--- src/rtl/regbank_write_port.sv ---
// regbank_write_port: writer-side front end of the 64-bit x 32 register bank.
// Accepts result writes from EX and MEM (MEM has priority), queues them in an
// in-order circular write buffer, drains one entry per cycle into the bank's
// single write port, and forwards still-pending values to the two read ports.
//
// Ports
//   clock, reset_n                  rising-edge clock, async active-low reset
//   ex_valid/ex_ready/ex_addr/ex_data      EX write request channel
//   mem_valid/mem_ready/mem_addr/mem_data  MEM write request channel
//   drain_en                        bank write port available this cycle
//   rb_write/rb_addr/rb_data        bank write port (bank index is {1'b0, rb_addr})
//   rd_addr1/rd_addr2               bank read port indices
//   byp_hit1/byp_data1, byp_hit2/byp_data2   forwarded pending values
//   count/full/empty                buffer occupancy
module regbank_write_port #(
   parameter int unsigned DATA_W     = 64,
   parameter int unsigned ADDR_W     = 5,
   parameter int unsigned DEPTH      = 4,
   parameter bit          ZR_DISCARD = 1'b1
) (
   input  logic                     clock,
   input  logic                     reset_n,
   input  logic                     ex_valid,
   output logic                     ex_ready,
   input  logic [ADDR_W-1:0]        ex_addr,
   input  logic [DATA_W-1:0]        ex_data,
   input  logic                     mem_valid,
   output logic                     mem_ready,
   input  logic [ADDR_W-1:0]        mem_addr,
   input  logic [DATA_W-1:0]        mem_data,
   input  logic                     drain_en,
   output logic                     rb_write,
   output logic [ADDR_W-1:0]        rb_addr,
   output logic [DATA_W-1:0]        rb_data,
   input  logic [ADDR_W-1:0]        rd_addr1,
   input  logic [ADDR_W-1:0]        rd_addr2,
   output logic                     byp_hit1,
   output logic [DATA_W-1:0]        byp_data1,
   output logic                     byp_hit2,
   output logic [DATA_W-1:0]        byp_data2,
   output logic [$clog2(DEPTH):0]   count,
   output logic                     full,
   output logic                     empty
);

   localparam int unsigned PTR_W = $clog2(DEPTH);
   localparam int unsigned CNT_W = PTR_W + 1;
   localparam logic [ADDR_W-1:0] ZR_ADDR = ADDR_W'(31);

   logic [ADDR_W-1:0] addr_q [DEPTH];
   logic [DATA_W-1:0] data_q [DEPTH];
   logic [DEPTH-1:0]  vld_q;
   logic [PTR_W-1:0]  wr_ptr_q;
   logic [PTR_W-1:0]  rd_ptr_q;
   logic [CNT_W-1:0]  cnt_q;

   logic              mem_fire;
   logic              ex_fire;
   logic [ADDR_W-1:0] in_addr;
   logic [DATA_W-1:0] in_data;
   logic              push;
   logic              pop;

   // Handshake, enqueue selection and drain control
   always_comb begin
      empty     = (cnt_q == '0);
      full      = (cnt_q == CNT_W'(DEPTH));
      count     = cnt_q;
      mem_ready = !full;
      ex_ready  = !full && !mem_valid;
      mem_fire  = mem_valid && mem_ready;
      ex_fire   = ex_valid && ex_ready;
      in_addr   = mem_fire ? mem_addr : ex_addr;
      in_data   = mem_fire ? mem_data : ex_data;
      // XZR writes complete the handshake but never occupy an entry
      push      = (mem_fire || ex_fire) && !(ZR_DISCARD && (in_addr == ZR_ADDR));
      pop       = !empty && drain_en;
      rb_write  = pop;
      rb_addr   = addr_q[rd_ptr_q];
      rb_data   = data_q[rd_ptr_q];
   end

   // Pointer, occupancy and valid-bit state
   always_ff @(posedge clock or negedge reset_n) begin
      if (!reset_n) begin
         wr_ptr_q <= '0;
         rd_ptr_q <= '0;
         cnt_q    <= '0;
         vld_q    <= '0;
      end else begin
         if (pop) begin
            rd_ptr_q        <= rd_ptr_q + PTR_W'(1);
            vld_q[rd_ptr_q] <= 1'b0;
         end
         // Push never targets the popped slot: push requires !full
         if (push) begin
            wr_ptr_q        <= wr_ptr_q + PTR_W'(1);
            vld_q[wr_ptr_q] <= 1'b1;
         end
         cnt_q <= cnt_q + CNT_W'(push) - CNT_W'(pop);
      end
   end

   // Entry payload storage
   always_ff @(posedge clock) begin
      if (push) begin
         addr_q[wr_ptr_q] <= in_addr;
         data_q[wr_ptr_q] <= in_data;
      end
   end

   // Youngest-match search: walk oldest to youngest so the last hit wins
   function automatic logic [DATA_W:0] lookup(input logic [ADDR_W-1:0] ra);
      logic              hit;
      logic [DATA_W-1:0] d;
      logic [PTR_W-1:0]  idx;
      hit = 1'b0;
      d   = '0;
      for (int unsigned i = 0; i < DEPTH; i++) begin
         idx = rd_ptr_q + PTR_W'(i);
         if (vld_q[idx] && (addr_q[idx] == ra)) begin
            hit = 1'b1;
            d   = data_q[idx];
         end
      end
      if (ZR_DISCARD && (ra == ZR_ADDR)) begin
         hit = 1'b0;
         d   = '0;
      end
      return {hit, d};
   endfunction

   // Read-port bypass
   always_comb begin
      {byp_hit1, byp_data1} = lookup(rd_addr1);
      {byp_hit2, byp_data2} = lookup(rd_addr2);
   end

endmodule

--- config.mk ---
export PLATFORM = sky130hd
export DESIGN_NAME = regbank_write_port
export DESIGN_NICKNAME = d
export VERILOG_FILES = /design/src/rtl/regbank_write_port.sv
export SDC_FILE = /design/constraint.sdc
export NUM_CORES = 1
export LEC_CHECK = 0
export CORE_UTILIZATION = 66
export DETAILED_ROUTE_END_ITERATION = 8
export DONT_BUFFER_PORTS = 1
export PLACE_DENSITY = 0.83
export SLEW_MARGIN = 30
export SYNTH_ARGS = -nofsm -noshare
export SYNTH_HDL_FRONTEND = slang
export SYNTH_SLANG_ARGS = --single-unit
--- constraint.sdc ---
create_clock -name clock -period 6.35 [get_ports clock]
set_input_delay 1.5875 -clock clock [delete_from_list [all_inputs] [get_ports clock]]
set_output_delay 1.5875 -clock clock [all_outputs]
set_load 0.02 [all_outputs]
After elaboration in Yosys (flattened, before gate mapping)

Memory sizes are Yosys's and may differ from the RTL's.
Cells that the tools add are included.

Word-level logic and storage cells: 93
Register bits after elaboration: 11
Memories: 2
Output and inout bits: 207
Input bits: 153
Latch bits: 0
RAM bits: 276
Memory bits (read-only): 0

Memory list:

| name   | words | bits a word | read ports | clocked after memory_dff | write ports | line | source |
|---|---|---|---|---|---|---|---|
| data_q | 4     | 64          | 4          | 0                        | 1           | 51   | `logic [DATA_W-1:0] data_q [DEPTH];` |
| addr_q | 4     | 5           | 4          | 0                        | 1           | 50   | `logic [ADDR_W-1:0] addr_q [DEPTH];` |

Order comparisons: 7
Divide/modulo/power cells: 0
Muxes and demuxes: 38
Equality and inequality tests: 12
Bitwise gates (word level): 3
Reductions and logical operators: 21
Shifts and indexed selects: 0
Multiply operators: 0
$add $sub $neg: 6

Operators by type and width:

| cell                                                               | count |
|---|---|
| two-way mux 64 bit                                                 | 11 |
| equality test 5 bit                                                | 8 |
| two-way mux 1 bit                                                  | 18 |
| equality test 5 bit (second input constant)                        | 3 |
| logical AND 1 bit                                                  | 15 |
| < comparator 2 x 3 -> 1 bit (second input constant)                | 5 |
| binary-select mux 1 bit (select 2 bit)                             | 4 |
| two-way mux 4 bit                                                  | 2 |
| two-way mux 5 bit                                                  | 1 |
| adder 2 x 1 -> 2 bit (second input constant)                       | 2 |
| adder 2 bit (second input constant)                                | 2 |
| bitwise AND 4 bit                                                  | 1 |
| demux 1 bit (select 2 bit)                                         | 2 |
| greater-or-equal comparator 2 x 1 -> 1 bit (second input constant) | 2 |
| zero test 1 bit                                                    | 4 |
| inverter 4 bit                                                     | 1 |
| OR 4 bit                                                           | 1 |
| adder 3 x 1 -> 3 bit                                               | 1 |
| equality test 3 bit (second input constant)                        | 1 |
| zero test 3 bit                                                    | 1 |
| subtractor 3 x 1 -> 3 bit                                          | 1 |
| logical OR 1 bit                                                   | 1 |

Longest topological paths before layout

Depth after elaboration: 9
Gate-level depth with buffers: 18

Worst setup path before layout

No wires, ideal clock.

Kind: flip-flop to output port
From: register rd_ptr_q[1]
To: output port byp_data2[22]
Stages on the path, launching flop included: 17
Path buffers: 7
Arrival time: 4.398 ns
Setup slack: 0.364 ns
Path through: dfrtp_1 clkbuf_1 buf_2 buf_2 buf_2 buf_1 inv_1 ha_1 buf_6 mux4_2 xor2_1 nor3_4 o2bb2a_4 nor2_4 buf_2 a221oi_2 nor3_1

Word-level cells in the longest chain between the ends: 8

RTL lines:

| element                                                        | line | source |
|---|---|---|
| start: declaration                                             | 54   | `logic [PTR_W-1:0] rd_ptr_q;` |
| start signal: assignment                                       | 92   | `rd_ptr_q <= rd_ptr_q + PTR_W'(1);` |
| adder 2 x 1 -> 2 bit, or another cell as far along             | 120  | `idx = rd_ptr_q + PTR_W'(i);` |
| memory read (4 x 5 bit), or another cell as far along          | -    |  |
| equality test 5 bit, or another cell as far along              | 121  | `if (vld_q[idx] && (addr_q[idx] == ra)) begin` |
| logical AND 1 bit / two-way mux 64 bit (equally long branches) | 121  |  |
| two-way mux 64 bit (2 in a row)                                | 121  |  |
| two-way mux 64 bit *                                           | 121  |  |
| two-way mux 64 bit *                                           | 126  | `if (ZR_DISCARD && (ra == ZR_ADDR)) begin` |
| end: declaration                                               | 40   | `output logic [DATA_W-1:0] byp_data2,` |

Every way passes the cells marked *; elsewhere a longest branch is shown, timed or not. The select of a mux whose other input is x is not followed.

Worst setup path in the final report

From: register rd_ptr_q[0]
To: output port byp_data1[0]

Word-level cells in the longest chain between the ends: 8

RTL lines:

| element                                                        | line | source |
|---|---|---|
| adder 2 x 1 -> 2 bit, or another cell as far along             | 120  |  |
| memory read (4 x 5 bit), or another cell as far along          | -    |  |
| equality test 5 bit, or another cell as far along              | 121  |  |
| logical AND 1 bit / two-way mux 64 bit (equally long branches) | 121  |  |
| two-way mux 64 bit (2 in a row)                                | 121  |  |
| two-way mux 64 bit *                                           | 121  |  |
| two-way mux 64 bit *                                           | 126  |  |
| end: declaration                                               | 38   | `output logic [DATA_W-1:0] byp_data1,` |

Marked as above.

==> impl_metrics.json <==
{
  "nets": 1653,
  "finalWeightedCongestion": 0.896,
  "rows": 66,
  "grt_max_degree": 151,
  "cts.sinks": 287,
  "ys_ff_latch": 287,
  "min_path_type": "reg -> reg",
  "avgSynthCellArea_um2": 15.0,
  "synthCells": 1448,
  "synth_top_area_cell": "edfxtp_1",
  "syn_to_final_growth_pct": 11.2,
  "irDropWorstVdd_mv": 0.448,
  "wl_per_cell_um": 31.3,
  "cts_buffer_depth": 3,
  "tightest_slew_ns": 1.00,
  "initial_core_util_pct": 67.0,
  "syn_nets": 1612,
  "cts_tree": "built",
  "yosysUniqueCellTypes": 47,
  "synth_edf_count": 276,
  "synth_top_area_share_pct": 38.1,
  "drc": 0,
  "yosysSeqAreaShare_pct": 39.4,
  "wl_um": 61000,
  "antenna_found_initial": 0,
  "dp.final_hpwl_um": 38200,
  "skew_ns": 0.0142,
  "p_leak_nw": 8.04,
  "drive_gt1_share_pct": 49.4,
  "powerDensity_mw_per_mm2": 640,
  "grt_pass1_vias": 15900,
  "fin_crit_ns": 6.24,
  "ant_nets": 0,
  "track_usage_pct": 36.2,
  "drt_iter0_markers": 1859,
  "worstReg2RegStart": "count[0]$_DFF_PN0_",
  "rsz0062_at_grt": "no",
  "dpl-instance-area_mm2": 0.0231,
  "cts-root-buf": "clkbuf_16",
  "synth-main-ff-cell": "edfxtp_1",
  "core_mm2": 0.0325,
  "tns_ns": 0,
  "cap_violations": 0,
  "grt_pass1_wl_um": 92300,
  "crit_start": "rd_ptr_q[0]$_DFFE_PN0P_",
  "die_w_um": 183,
  "cp.required_ns": 4.76,
  "clk_pin_slew_ns": 0.07,
  "crit_path_end_kind": "primary output",
  "fp.dieH_um": 183,
  "fmax_mhz": 160,
  "fin_crit_sh_pct": 98.3,
  "critPathLaunchType": "register",
  "yosys-top-cells-count": "280 x mux4_2, 276 x edfxtp_1, 132 x nor2_1",
  "htreeDepth": 1,
  "setup_viol": 0,
  "final_area_mm2": 0.0242,
  "crit_fanout": 66,
  "hold_viol_final": 0,
  "drv_slew": 0,
  "io_pins": 360,
  "grt_overflow": 0,
  "synthArstFlopShare_pct": 3.83,
  "outcome": "finished clean",
  "n_fill_cell": 1916,
  "worstSkewPairLatency_ns": 0.56,
  "diodes": 0,
  "dieArea_mm2": 0.0337,
  "min_from": "wr_ptr_q[1]$_DFFE_PN0P_",
  "yosysWarnings": 0,
  "slew_headroom_pct": 33.1,
  "cts_made_buffers": 30,
  "vias_per_cell": 8.01,
  "io_buffers": 0,
  "via_count": 15600,
  "yosysMostFrequentCell": "mux4_2",
  "arrival_ns": 4.66,
  "synth_area_leaders": "edfxtp_1 38%, mux4_2 29%, mux2_2 5.3%, a221oi_2 4.1%, mux2_4 4.1%",
  "hold_buffers": 0,
  "critical_path_class": "reg -> out",
  "synthesis.area_mm2": 0.0217,
  "first_pass_iters": 7
}
power by group:
| part | internal, mW | switching [mW] | leakage [nW] |
|---|---|---|---|
| registers | 2.83 | 0.481 | 2.67 |
| logic | 4.69 | 5.62 | 4.89 |
| clock network | 1.09 | 0.738 | 0.477 |
timing repair:
item / CTS / global route
pin swaps: 1 / 0
endpoints found under the setup margin: 72 / 54
resized for setup: 2 / 11
buffers inserted: 1 / 0
layer usage:
layer / track usage [%] / up-vias / wire (um)
li1: - / 6213 / -
met1: 45.0 / 7905 / 20200
met2: 60.5 / 1273 / 30500
met3: 7.67 / 233 / 7360
met4: 18.1 / 0 / 2890
met5: 0 / - / 0
critical path: stages, from the launching register on:
cell and delay (ns):
dfrtp_4 0.44, buf_4 0.28, buf_4 0.37, mux4_2 0.60, xnor2_1 0.20, nand4_1 0.24
nor2_4 0.20, buf_4 0.80, a41oi_1 0.13, a221o_1 0.35, a21oi_1 0.26, buf_4 0.20
per-stage QoR:
| step | total power [mW] | hold WS, ns | util, % | setup WS, ns | cells |
|---|---|---|---|---|---|
| after global routing | 16.1 | 0.603 | 74.5 | 0.0178 | 1950 |
| after CTS | 15.3 | 0.582 | 74.3 | 0.0129 | 1949 |
| after floorplan | 11.0 | 0.510 | - | 0.364 | 1448 |
| after global placement | 13.1 | 0.560 | 70.8 | 0.204 | 1894 |
| final | 15.5 | 0.587 | 74.5 | 0.106 | 1950 |
| after detailed placement | 13.4 | 0.567 | 71.1 | 0.405 | 1897 |
placed cells by master (no fill, tap or decap), types with 5 or more instances in the layout:
cell / netlist / routed
nor2_4: 3 / 9
nand2_1: 21 / 20
nand4_1: 6 / 6
inv_1: 10 / 10
mux4_2: 280 / 280
xnor2_1: 37 / 37
dfrtp_1: 11 / 9
edfxtp_1: 276 / 276
ha_1: 10 / 9
a21oi_1: 8 / 7
mux2_2: 102 / 102
a221oi_1: 63 / 63
a221oi_2: 60 / 60
buf_12: 0 / 14
clkbuf_16: 0 / 31
bufinv_16: 0 / 5
mux2_4: 60 / 60
nor3_1: 125 / 123
nor2_1: 132 / 128
xor2_1: 7 / 7
buf_4: 16 / 149
clkinvlp_4: 0 / 6
mux2_1: 31 / 31
state kept, by name (all words and copies together) (netlist names):
register / count
data_q: 256
rd_ptr_q: 2
count: 3
addr_q: 20
vld_q: 4
wr_ptr_q: 2
area by class of cell:
cell class / count / area [um^2] / area share [%]
Clock buffer: 34 / 787 / 3.26
Timing Repair Buffer: 171 / 1560 / 6.46
Clock inverter: 17 / 230 / 0.953
Inverter: 10 / 37.5 / 0.155
Sequential cell: 287 / 8570 / 35.5
Multi-Input combinational cell: 989 / 12400 / 51.4
Tap cell: 442 / 553 / 2.29
cell families (layout without fill, tap and decap cells):
| logic type | Yosys count | in the layout | synth area share (%) |
|---|---|---|---|
| AO/OA/AOI/OAI | 150 | 150 | 7.63 |
| flip-flops | 287 | 287 | 39.4 |
| AND/OR/NAND/NOR | 311 | 311 | 6.65 |
| multiplexers | 473 | 473 | 40.0 |
| buffers and inverters | 172 | 232 | 3.83 |
| adder cells (fa/ha/maj) | 11 | 11 | 0.668 |
| XOR/XNOR | 44 | 44 | 1.77 |
worst paths after layout:
check,endpoint,slack [ns],cells past startpoint
setup / recovery,byp_data1[0],0.11,11
hold / removal,wr_ptr_q[1]$_DFFE_PN0P_,0.59,1
setup reg to reg,count[2]$_DFF_PN0_,2.38,13
hold reg to reg,wr_ptr_q[1]$_DFFE_PN0P_,0.59,1
max in group asynchronous,rd_ptr_q[0]$_DFFE_PN0P_,5.56,0
min in group asynchronous,rd_ptr_q[1]$_DFFE_PN0P_,0.71,0
Power figures use the tool's default switching activity.
